<file path="config.mk">
export PLATFORM = sky130hd
export DESIGN_NAME = adia_pclk_seq
export DESIGN_NICKNAME = d
export VERILOG_FILES = /design/src/rtl/adia_pkg.sv /design/src/rtl/adia_phase_timer.sv /design/src/rtl/adia_pclk_seq.sv
export SDC_FILE = /design/constraint.sdc
export NUM_CORES = 1
export LEC_CHECK = 0
export CORE_MARGIN = 3
export CORE_UTILIZATION = 45
export DETAILED_ROUTE_END_ITERATION = 7
export PLACE_DENSITY = 0.71
export SYNTH_ARGS = -nofsm -noshare
export SYNTH_HDL_FRONTEND = slang
export SYNTH_SLANG_ARGS = --single-unit
</file>
<file path="constraint.sdc">
create_clock -name clk -period 1.8 [get_ports clk]
set_input_delay 0.27 -clock clk [delete_from_list [all_inputs] [get_ports clk]]
set_output_delay 0.27 -clock clk [all_outputs]
set_load 0.1 [all_outputs]
</file>
<file path="src/rtl/adia_pkg.sv">
// Shared types for the adiabatic power-clock sequencer: phase codes, FSM states
// and the per-stage phase-offset helper.
package adia_pkg;

  localparam int unsigned PHASES = 4;

  typedef enum logic [1:0] {
    RAMP_UP   = 2'd0,
    HOLD      = 2'd1,
    RAMP_DOWN = 2'd2,
    IDLE_PH   = 2'd3
  } phase_e;

  typedef enum logic [1:0] {
    S_IDLE,
    S_RUN,
    S_DRAIN
  } seq_state_e;

  // Stage k lags the global phase by k (mod 4).
  function automatic phase_e stage_code(input logic [1:0] ph, input int unsigned k);
    logic [1:0] kk;
    kk = k[1:0];
    return phase_e'(ph - kk);
  endfunction

endpackage

</file>
<file path="src/rtl/adia_phase_timer.sv">
// Power-clock phase timer: cnt runs 0..PHASE_CYC-1, ph advances mod 4 on tick.
// clr_i parks both counters at zero.
module adia_phase_timer #(
  parameter int unsigned PHASE_CYC = 4
) (
  input  logic       clk,
  input  logic       rst,
  input  logic       clr_i,
  output logic [1:0] ph_o,
  output logic       tick_o
);

  localparam int unsigned CW = (PHASE_CYC > 1) ? $clog2(PHASE_CYC) : 1;

  logic [CW-1:0] cnt_q, cnt_d;
  logic [1:0]    ph_q, ph_d;

  always_comb begin
    tick_o = (cnt_q == CW'(PHASE_CYC - 1));
    cnt_d  = cnt_q + CW'(1);
    ph_d   = ph_q;
    if (clr_i) begin
      cnt_d = '0;
      ph_d  = '0;
    end else if (tick_o) begin
      cnt_d = '0;
      ph_d  = ph_q + 2'd1;
    end
  end

  always_ff @(posedge clk) begin
    if (rst) begin
      cnt_q <= '0;
      ph_q  <= '0;
    end else begin
      cnt_q <= cnt_d;
      ph_q  <= ph_d;
    end
  end

  assign ph_o = ph_q;

endmodule

</file>
<file path="src/rtl/adia_pclk_seq.sv">
// 4-phase power-clock sequencer for a chain of NSTAGES adiabatic stages.
// Optional perf counters (op_count, active_cycles) under ADIA_PERF_CNT_EN.
module adia_pclk_seq
  import adia_pkg::*;
#(
  parameter int unsigned NSTAGES   = 4,
  parameter int unsigned PHASE_CYC = 4,
  parameter int unsigned TAG_W     = 4
) (
  input  logic                 clk,
  input  logic                 rst,
  input  logic                 in_valid,
  output logic                 in_ready,
  input  logic [TAG_W-1:0]     in_tag,
  output logic [2*NSTAGES-1:0] pc_phase,
  output logic [NSTAGES-1:0]   pc_en,
  output logic                 out_valid,
`ifdef ADIA_PERF_CNT_EN
  output logic [TAG_W-1:0]     out_tag,
  output logic [15:0]          op_count,
  output logic [31:0]          active_cycles
`else
  output logic [TAG_W-1:0]     out_tag
`endif
);

  seq_state_e state_q, state_d;

  logic [1:0] ph;
  logic       tick;
  logic       tmr_clr;

  logic [NSTAGES:0]   v_q, v_d;
  logic [TAG_W-1:0]   tag_q [NSTAGES+1];
  logic [TAG_W-1:0]   tag_d [NSTAGES+1];
  logic [NSTAGES-1:0] en_q, en_d, wake_m, sleep_m, en_slept;

  logic accept, phase_end, advance;
  phase_e nc;

  assign tmr_clr = (state_q == S_IDLE) || (state_d == S_IDLE);

  adia_phase_timer #(.PHASE_CYC(PHASE_CYC)) u_timer (
    .clk    (clk),
    .rst    (rst),
    .clr_i  (tmr_clr),
    .ph_o   (ph),
    .tick_o (tick)
  );

  // Wake/sleep candidates look at each stage's code for the phase after this tick.
  always_comb begin
    wake_m  = '0;
    sleep_m = '0;
    nc      = IDLE_PH;
    for (int unsigned k = 0; k < NSTAGES; k++) begin
      nc         = stage_code(ph + 2'd1, k);
      wake_m[k]  = (nc == RAMP_UP);
      sleep_m[k] = (nc == RAMP_UP) || (nc == IDLE_PH);
    end
    en_slept = en_q & ~sleep_m;
  end

  always_ff @(posedge clk) begin
    if (rst) state_q <= S_IDLE;
    else     state_q <= state_d;
  end

  always_comb begin
    state_d = state_q;
    case (state_q)
      S_IDLE:  if (in_valid) state_d = S_RUN;
      S_RUN: begin
        if (phase_end && !accept && (v_q[NSTAGES-1:0] == '0))
          state_d = (en_slept == '0) ? S_IDLE : S_DRAIN;
      end
      S_DRAIN: if (tick && (en_slept == '0)) state_d = S_IDLE;
      default: state_d = S_IDLE;
    endcase
  end

  always_comb begin
    phase_end = (state_q == S_RUN) && tick && (ph == 2'(PHASES - 1));
    in_ready  = (state_q == S_IDLE) || phase_end;
    accept    = in_valid && in_ready;
    out_valid = (state_q != S_IDLE) && tick && v_q[NSTAGES];
    out_tag   = out_valid ? tag_q[NSTAGES] : '0;
    pc_en     = en_q;
    pc_phase  = '1;
    for (int unsigned k = 0; k < NSTAGES; k++)
      pc_phase[2*k +: 2] = en_q[k] ? stage_code(ph, k) : IDLE_PH;
  end

  // Occupancy shifts once per phase; an accept from IDLE loads slot 0 off-tick.
  always_comb begin
    advance = accept || ((state_q != S_IDLE) && tick);
    v_d     = v_q;
    tag_d   = tag_q;
    en_d    = en_q;
    if (advance) begin
      v_d      = {v_q[NSTAGES-1:0], accept};
      tag_d[0] = accept ? in_tag : '0;
      for (int unsigned i = 1; i <= NSTAGES; i++) tag_d[i] = tag_q[i-1];
    end
    case (state_q)
      S_IDLE: if (accept) begin
        en_d    = '0;
        en_d[0] = 1'b1;
      end
      S_RUN:   if (tick) en_d = (state_d == S_RUN) ? (en_q | wake_m) : en_slept;
      S_DRAIN: if (tick) en_d = en_slept;
      default: en_d = '0;
    endcase
  end

  always_ff @(posedge clk) begin
    if (rst) begin
      v_q  <= '0;
      en_q <= '0;
      for (int unsigned i = 0; i <= NSTAGES; i++) tag_q[i] <= '0;
    end else begin
      v_q   <= v_d;
      en_q  <= en_d;
      tag_q <= tag_d;
    end
  end

`ifdef ADIA_PERF_CNT_EN
  logic [15:0] opc_q;
  logic [31:0] act_q;

  always_ff @(posedge clk) begin
    if (rst) begin
      opc_q <= '0;
      act_q <= '0;
    end else begin
      if (out_valid && (opc_q != '1))             opc_q <= opc_q + 16'd1;
      if ((state_q != S_IDLE) && (act_q != '1))   act_q <= act_q + 32'd1;
    end
  end

  assign op_count      = opc_q;
  assign active_cycles = act_q;
`else
`endif

endmodule

</file>
# After elaboration in Yosys (flattened, before gate mapping)
# Cells that the tools add are included.
dict set report totals {
  register_bits 35
  inputBits 7
}
dict set report classes {
  n_addsub 8
  reduce_logical 28
  n_eq_ne 12
  muxes 16
  n_bitwise 3
}
# op n
set ops {}
lappend ops {{$mux W4} 6}
lappend ops {{$mux W2} 8}
lappend ops {{$eq A2 B2 Y1 const B} 7}
lappend ops {{$logic_not A2 Y1} 6}
lappend ops {{$pmux W4 S3} 1}
lappend ops {{$logic_and A1 B1 Y1} 8}
lappend ops {{$logic_not A4 Y1} 2}
lappend ops {{$sub A2 B2 Y2 const B} 4}
lappend ops {{$logic_or A1 B1 Y1} 7}
lappend ops {{$ne A2 B2 Y1 const B} 3}
lappend ops {{$pmux W2 S3} 1}
lappend ops {{$add A2 B1 Y2 const B} 2}
lappend ops {{$and A4 B4 Y4} 1}
lappend ops {{$eq A2 B1 Y1 const B} 2}
lappend ops {{$not A4 Y4} 1}
lappend ops {{$or A4 B4 Y4} 1}
lappend ops {{$sub A2 B1 Y2 const B} 2}
lappend ops {{$reduce_and A3 Y1} 1}
lappend ops {{$reduce_or A3 Y1} 1}
lappend ops {{$reduce_bool A2 Y1} 1}
lappend ops {{$reduce_or A2 Y1} 1}
lappend ops {{$logic_not A1 Y1} 1}

# Logic depth before layout (Yosys ltp)
# Gate-level depths: netlist (run 1).
dict set report logic_depth {
  ltp_word 14
  mapped_depth 7
}

# By module
# Synthesis (run 1) repeated with hierarchy kept, for this count alone.
dict set report unflattened {
  cells_unflattened 207
  area_unflattened_um2 1714.1
}
# mod area_per_inst_um2 cells_each n_inst seq_area_each_um2
set by_module_without_submodules {}
lappend by_module_without_submodules {adia_pclk_seq 1547.7 193 1 620.6}
lappend by_module_without_submodules {adia_phase_timer 166.4 14 1 80.1}

# Least setup slack after synthesis (run 1)
# Ideal clock, no wire load.
dict set report synth_path {
  kind {reg-to-reg}
  startpoint {register en_q[1], in the netlist pc_en[1]}
  endpoint {register en_q[1], in the netlist pc_en[1]}
  required_ns 1.714
  setup_ns 0.086
  slack_ns -0.804
  arrival_time_ns 2.518
  stages_incl_launch_ff 4
  synth_period_minus_slack_ns 2.604
  n_path_buf 0
  path_cell_list {dfxtp_1 nand2_1 a211o_1 a211oi_1}
}
dict set report synth_between {
  elab_chain_cells 9
}
# item line
set synth_rtl {}
lappend synth_rtl {{from (decl)} adia_pclk_seq.sv:36} ;# logic [NSTAGES-1:0] en_q, en_d, wake_m, sleep_m, en_slept;
lappend synth_rtl {{from (signal assigned)} adia_pclk_seq.sv:123} ;# en_q <= en_d;
lappend synth_rtl {{$and A4 B4 Y4} adia_pclk_seq.sv:61} ;# en_slept = en_q & ~sleep_m;
lappend synth_rtl {{$logic_not A4 Y1} {adia_pclk_seq.sv:75, adia_pclk_seq.sv:77}}
lappend synth_rtl {{$mux W2 / $logic_and A1 B1 Y1 (equally long branches)} {adia_pclk_seq.sv:75, adia_pclk_seq.sv:77}}
lappend synth_rtl {{$mux W2, on equally long branches} {adia_pclk_seq.sv:74, adia_pclk_seq.sv:77}}
lappend synth_rtl {{$pmux W2 S3} adia_pclk_seq.sv:71} ;# case (state_q)
lappend synth_rtl {{$eq A2 B1 Y1} adia_pclk_seq.sv:110} ;# S_RUN: if (tick) en_d = (state_d == S_RUN) ? (en_q | wake_m) : en_slept;
lappend synth_rtl {{$mux W4 (2 in a row)} adia_pclk_seq.sv:110}
lappend synth_rtl {{$pmux W4 S3 (*)} adia_pclk_seq.sv:105} ;# case (state_q)
# Mark *: on every way between the ends. The rest lies on a longest branch, timed or not. The select of a mux whose other input is x is not followed.
# A chain may end at the register's enable or synchronous reset.

# Worst setup path in the final report (run 1)
dict set report layout_path {
  startpoint {register u_timer.ph_q[0], in the netlist u_timer.ph_o[0]}
  endpoint {output port in_ready}
}
dict set report layout_between {
  elab_chain_cells 3
}
# item line
set layout_rtl {}
lappend layout_rtl {{from (decl)} adia_phase_timer.sv:16} ;# logic [1:0] ph_q, ph_d;
lappend layout_rtl {{from (signal assigned)} adia_phase_timer.sv:37} ;# ph_q <= ph_d;
lappend layout_rtl {{$eq A2 B2 Y1} adia_pclk_seq.sv:83} ;# phase_end = (state_q == S_RUN) && tick && (ph == 2'(PHASES - 1));
lappend layout_rtl {{$logic_and A1 B1 Y1} adia_pclk_seq.sv:83}
lappend layout_rtl {{$logic_or A1 B1 Y1} adia_pclk_seq.sv:84} ;# in_ready = (state_q == S_IDLE) || phase_end;
lappend layout_rtl {{to (decl)} adia_pclk_seq.sv:13} ;# output logic in_ready,
# No other way between the ends.

==> metrics.md, run 1 <==
| Metric | Value |
|---|---|
| Status | complete, but fails checks |
| Violations in the final reports | negative setup slack |
| Antenna cells | 0 |
| Critical setup path kind | reg -> out |
| Synth Area in Compound Gates | 19.64% |
| Post-Synth XOR/XNOR Area | 1.624% |
| Hold Fails Final Rpt | 0 |
| Top FF cell, synth | dfxtp_1 |
| Worst Hold Slack | about 0.46 ns |
| Initial antenna violation count | 0 |
| Data required, critical path | 1.53 ns |
| Clock root cell | clkbuf_4 |
| Synth area leader | dfxtp_1 |
| Max FO, Critical Path | 5 |
| Leakage | 0.9162 nW |
| Top cell type's share of synthesized area | 43.31% |
| Post-route cell area | 2429 um2 |
| Mux cell area share after synthesis | 2.011% |
| Placeable core area | between 3000 and 4000 um2 |
| Switch share | 30.82% |
| Reg power frac | 52.4% |
| GRT Total Usage | 20.39% |
| Async SR Flop Fraction | 0% |
| Net count after synthesis | 216 |
| Relative slew margins | 68.98% |
| Die height | ~66 um |
| WL/cell | roughly 14 um |
| Row count | 21 |
| Cells after Synth | 203 |
| Die area | 4351 um2 |
| Cell internal pwr | ~1.1 mW |
| Antenna viol nets, final | 0 |
| Via count | 1550 |
| Register-to-register setup slack | -0.01 ns |
| Synth Area in Adders | 4.640% |
| Gate power share | 21.4% |
| Post-CTS Hold Buffers | 0 |
| Global placement routability congestion | 0.8915 |
| FF+latch count, synth | 35 |
| Post-synthesis simple-gate area fraction | 25.14% |
| Synthesized area | between 1500 and 2000 um2 |
| Pins Over Slew Limit | 0 |
| Worst r2r path cells | 5 |
| Area post-placement | about 2200 um2 |
| WHS Path Cells | 2 |
| CTS Sinks | 35 |
| Clock slew at reported path FFs | 0.12 ns |
| P_sw | 0.4792 mW |
| Warnings, synthesis | 0 |
| Worst-case clock buffer depth | 2 |
| Top Ports | 25 |
| Hold Path Sink | tag_q[12] |
| Place WS | -0.1301 ns |
| Worst vdd ir | 0.5863 mV |
| Pwr Total | 1.555 mW |
| RSZ-0062 raised after global routing | true |
| CTS tree | built |
| Max-cap viol count | 0 |
| Net count, final | between 200 and 300 |
| Largest family of logic cells by synthesized area | simple AND/OR/NAND/NOR gates |
| Worst Hold Class | reg -> reg |
| H-tree depth | 2 |
| Post-route DRC | 0 |
| Synth cell types | 39 |
| PnR worst setup slack | -0.01962 ns |
| Vias in the first global route | roughly 1500 |
| Final wirelength | 4076 um |
| EDFF count, synth | 0 |
| Worst-Skew Late Latency | 0.35 ns |
| Clk pwr share | 26.2% |
| Non-filler instance count after layout | about 300 |
| Critical path launch point type | register |
| Buffers on Ports | 24 |
| Fin crit share | 101.1% |
| Power Density | 640.2 nW/um2 |
| R2r endpoint | u_timer.ph_o[0] |
| First-pass GRT wire length | 6768 um |
| CP arrival | 1.55 ns |
| Total CTS buffers | 5 |
| Area delta synth->final | 50.12% |
| GRT overflow | 0 |
| Final setup viols | 3 |
| Effective utilization at floorplan | 47.73% |
| Tmin final | 1.820 ns |
| Post-detail-place hpwl | 2825 um |
| Ranking of synthesized cells by area | dfxtp_1 (43%), nand2_1 (12%), a21oi_1 (7.4%), ha_1 (4.6%), nor2_1 (4.4%) |
| Sequential element share of the synthesized area | 43.31% |
| Post-layout util | 71.65% |
| Worst Tran Pin Value | 0.4618 ns |
| Largest net degree at the start of global routing | 21 |
| Die outline width | roughly 66 um |
| Average size of a mapped cell | around 8.0 um2 |
| Vias per inst | 5.308 |
| Critical Path Sink Type | output pin |
| Layout cell share with drive strength beyond 1 | 33.74% |
| Starting DRT DRC Count | 106 |
| Reg2reg start | u_timer.ph_o[0] |
| Hold Startpoint | tag_q[12] |
| Iteration count of the initial detailed-routing pass | 4 |
| Skew final | 0.02071 ns |
| Placed cell count | 280 |
| Highest clock rate | 0.5496 GHz |
| Setup TNS | -0.02710 ns |
cell families after synthesis:
logic type / after synthesis
AO/OA/AOI/OAI: 50
XOR/XNOR: 3
adder cells (fa/ha/maj): 6
buffers and inverters: 15
flip-flops: 35
multiplexers: 2
AND/OR/NAND/NOR: 92
state kept, by name, summed over array words and instances (netlist names):
signal,cells
tag_q,20
state_q,2
u_timer.ph_o,2
u_timer.cnt_q,2
v_q,5
pc_en,4
critical path, cell delays in order, from the launching register on:
cell     delay, ns
dfxtp_4       0.39
ha_2          0.19
nand2_2       0.11
buf_4         0.16
a21oi_4       0.16
buf_12        0.19
cell type report:
class	instances	area, um2
clock buffers	7	45.04
inverters	4	17.52
repair buffers	46	593.1
clock inverters	1	5.005
multi-input cells	153	980.9
well taps	46	57.56
fillers	237	960.9
flip-flops and latches	35	729.5
cell usage in the layout, fill, tap and decap left out, types with 3 or more instances in the layout:
cell and n:
a211oi_1 4, a21oi_1 22, nor2_1 18, ha_1 3
nand2_1 48, dfxtp_4 7, buf_12 18, buf_4 20
clkdlybuf4s50_1 6, and3_4 4, nor3_1 3, a22oi_1 4
clkbuf_4 5, o21ai_0 3, dfxtp_1 26
worst max-delay path by stage:
stage / cells past startpoint / endpoint / slack, ns / from
floorplan: 4 / out_tag[0] / -0.008 / u_timer.cnt_q[0]
global placement: 5 / u_timer.ph_o[0] / -0.10 / in_valid
detailed placement: 5 / u_timer.ph_o[1] / -0.13 / in_valid
CTS: 5 / in_ready / -0.02 / u_timer.ph_o[0]
global route: 5 / u_timer.ph_o[1] / -0.08 / u_timer.ph_o[0]
finish: 5 / in_ready / -0.02 / u_timer.ph_o[0]
per-layer routing:
metal  GRT usage (%)  vias up  share of wire [%]
met5               0        -                  0
met4           7.614        0                1.3
met3           5.102        5                4.5
met2           37.42       36                 53
met1           22.37      732                 41
li1                -      777                  -
cells in the mapped netlist, types with 2 or more instances:
master,n
a211oi_1,5
a21oi_1,24
a22oi_1,4
and2_1,3
and3_1,5
buf_2,2
clkbuf_1,8
dfxtp_1,35
ha_1,6
inv_1,3
nand2_1,50
nand2b_1,2
nor2_1,19
nor3_1,3
o21a_1,2
o21ai_0,4
o41ai_1,3
or3_1,2
xnor2_1,3
power by group through the flow:
| stage | registers, mW | logic (mW) | clock network (mW) |
|---|---|---|---|
| finish | 0.815 | 0.333 | 0.407 |
| detailed placement | 0.836 | 0.317 | 0 |
| floorplan | 0.871 | 0.157 | 0 |
| global route | 0.820 | 0.354 | 0.461 |
| CTS | 0.816 | 0.328 | 0.421 |
| global placement | 0.835 | 0.311 | 0 |
what timing repair did:
item | 4_1_cts | 5_1_grt
cloned | 0 | 0
gates resized for setup | 20 | 14
pin swaps | 0 | 5
buffers inserted | 3 | 1
setup endpoints to repair | 9 | 14
Note: power is estimated with default switching activity, not from simulation.
==> inputs of run 2 (changes only) <==
- CELL_PAD_IN_SITES_DETAIL_PLACEMENT: unset -> 1
- CELL_PAD_IN_SITES_GLOBAL_PLACEMENT: unset -> 1
- CORE_UTILIZATION: 45 -> 35
- PLACE_DENSITY: 0.71 -> unset
- PLACE_DENSITY_LB_ADDON: unset -> 0.1
==> run 2 against run 1 <==
Effect of this change:
- the run still ends with negative setup slack left
- first-iteration DRC count fell by 41%
- clock skew fell by 0.016 ns
- worst setup slack better by 0.0091 ns
- global-route usage decreased by 2.5 points
- register-to-register slack about the same
- sequential power about the same
- sequential cell count unchanged
- clock-buffer cell count is 1 lower
- design area is the same
- core utilization is 17 points lower
- largest cell class unchanged
==> metrics.md, run 2 (synthesis results as in run 1) <==
| Metric | Value |
|---|---|
| Commonest non-fill, non-tap cell in the layout | nand2_1 |
| Worst vdd ir | around 0.35 mV |
| Reg with most FFs | tag_q |
| Row count | 24 |
| Critical path launch point type | register |
| CTS Sinks | 35 |
| Antenna viol nets, final | 0 |
| Initial antenna violation count | 0 |
| Skew final | between 0.004 and 0.005 ns |
| PnR worst setup slack | -0.01054 ns |
| Filler cell count | between 500 and 600 |
| Max-cap viol count | 0 |
| GRT Total Usage | 17.91% |
| Critical Path Sink Type | register |
| Final setup viols | 1 |
| Placeable core area | 4414 um2 |
| Metal3 WL | around 160 um |
| Metal1 wirelength | 1893 um |
| Critical Path Max Stage Delay | 0.41 ns |
| Highest metal used | met4 |
| Fin crit share | 100.6% |
| Relative slew margins | between 70% and 80% |
| RSZ-0062 raised after global routing | true |
| CP max stage cell | or3_1 |
| Clock root cell | clkbuf_8 |
| Global placement routability congestion | slightly above 0.9 |
| H-tree depth | 2 |
| CTS tree | built |
| Buffers on Ports | 24 |
| Vias in the first global route | 1652 |
| WL/cell | 15.30 um |
| Hold Fails Final Rpt | 0 |
| Commonest cells after routing, fill and taps aside | nand2_1 (48), dfxtp_1 (29), a21oi_1 (22) |
| Pwr Total | 1.723 mW |
| Worst-Skew Late Latency | 0.28 ns |
| Met2 WL | 2397 um |
| Die height | 73.99 um |
| Power Density | 709.6 nW/um2 |
| Area post-placement | roughly 2300 um2 |
| Leakage | 0.9354 nW |
| Post-detail-place hpwl | 3445 um |
| Worst Hold Slack | 0.4332 ns |
| Iteration count of the initial detailed-routing pass | 4 |
| Vias per inst | about 5.4 |
| Antenna cells | 0 |
| Max reg flops | 20 |
| Critical setup path kind | reg -> reg |
| Post-route DRC | 0 |
| Worst-case clock buffer depth | 2 |
| Net count, final | 257 |
| Setup TNS | -0.01054 ns |
| Worst Tran Pin Value | approximately 0.43 ns |
| Violations in the final reports | negative setup slack |
| Worst-path cell chain | or3_1 > o41ai_2 > or3b_1 > a211oi_1 |
| Largest net degree at the start of global routing | 21 |
| Area delta synth->final | 50.12% |
| Layout cell share with drive strength beyond 1 | 31.15% |
| CP arrival | about 2.0 ns |
| GRT overflow | 0 |
| Pins Over Slew Limit | 0 |
| Top Ports | 25 |
| Via count | 1589 |
| Clock slew at reported path FFs | 0.06 ns |
| Post-route cell area | ~2400 um2 |
| Tmin final | 1.811 ns |
| Max FO, Critical Path | 4 |
| Die outline width | 73.99 um |
| First-pass GRT wire length | 7534 um |
| Total CTS buffers | 5 |
| Effective utilization at floorplan | 36.65% |
| Status | complete, but fails checks |
| Data required, critical path | 1.98 ns |
| Worst Hold Class | reg -> reg |
| Highest clock rate | 0.5523 GHz |
| Starting DRT DRC Count | 63 |
| Final wirelength | between 4000 and 5000 um |
| Die area | 5474 um2 |
## run 2: report_power, final
| part | internal, mW | switching (mW) | total (mW) |
|---|---|---|---|
| Clock | 0.300 | 0.264 | 0.564 |
| Combinational | 0.136 | 0.207 | 0.342 |
| Sequential | 0.794 | 0.0233 | 0.818 |
| Total | 1.23 | 0.494 | 1.72 |
## run 2: critical path, delay by kind of cell (launching register included)
family | cells | cell delay (ns)
AO/OA/AOI/OAI | 2 | 0.56
flip-flops | 1 | 0.34
AND/OR/NAND/NOR | 2 | 0.82
## run 2: final timing paths
path,startpoint,endpoint,slack (ns),depth (start not counted)
setup / recovery,v_q[1],u_timer.ph_o[0],-0.01,4
hold / removal,u_timer.cnt_q[0],u_timer.cnt_q[0],0.43,1
setup reg to reg,v_q[1],u_timer.ph_o[0],-0.01,4
hold reg to reg,u_timer.cnt_q[0],u_timer.cnt_q[0],0.43,1
## run 2: final cells by class
| type | count | area [um2] | area share [%] |
|---|---|---|---|
| flip-flops and latches | 35 | 718.2 | 29.57 |
| clock buffers | 6 | 82.58 | 3.400 |
| well taps | 52 | 65.06 | 2.679 |
| repair buffers | 45 | 594.3 | 24.47 |
| clock inverters | 1 | 5.005 | 0.2061 |
| multi-input cells | 153 | 945.9 | 38.95 |
| inverters | 4 | 17.52 | 0.7213 |
## run 2: what timing repair did
item / CTS / global route
endpoints found under the setup margin: 9 / 10
setup buffers: 1 / 0
hold endpoints to repair: 0 / 0
cloned: 0 / 0
resized for setup: 7 / 11
hold buffers: 0 / 0
pin swaps: 0 / 0
## run 2: routing by layer
| layer | global-route usage [%] | vias up |
|---|---|---|
| li1 | - | 776 |
| met1 | 20.73 | 777 |
| met2 | 31.89 | 28 |
| met3 | 4.054 | 8 |
| met4 | 7.042 | 0 |
| met5 | 0 | - |
## run 2: through the flow
step                      instances  worst slack (ns)  utilization (%)
after floorplan                 203         -0.008046                -
after global placement          288          -0.09489            51.45
after detailed placement        288           -0.1096            51.45
after CTS                       296          -0.01010            53.94
after global routing            296          -0.09997            55.02
final                           296          -0.01054            55.02
==> inputs of run 3 (changes only) <==
- ABC_CLOCK_PERIOD_IN_PS: unset -> 1800
==> results of run 3 <==
Same layout as run 2: the final DEF is identical, and so are final timing and power.
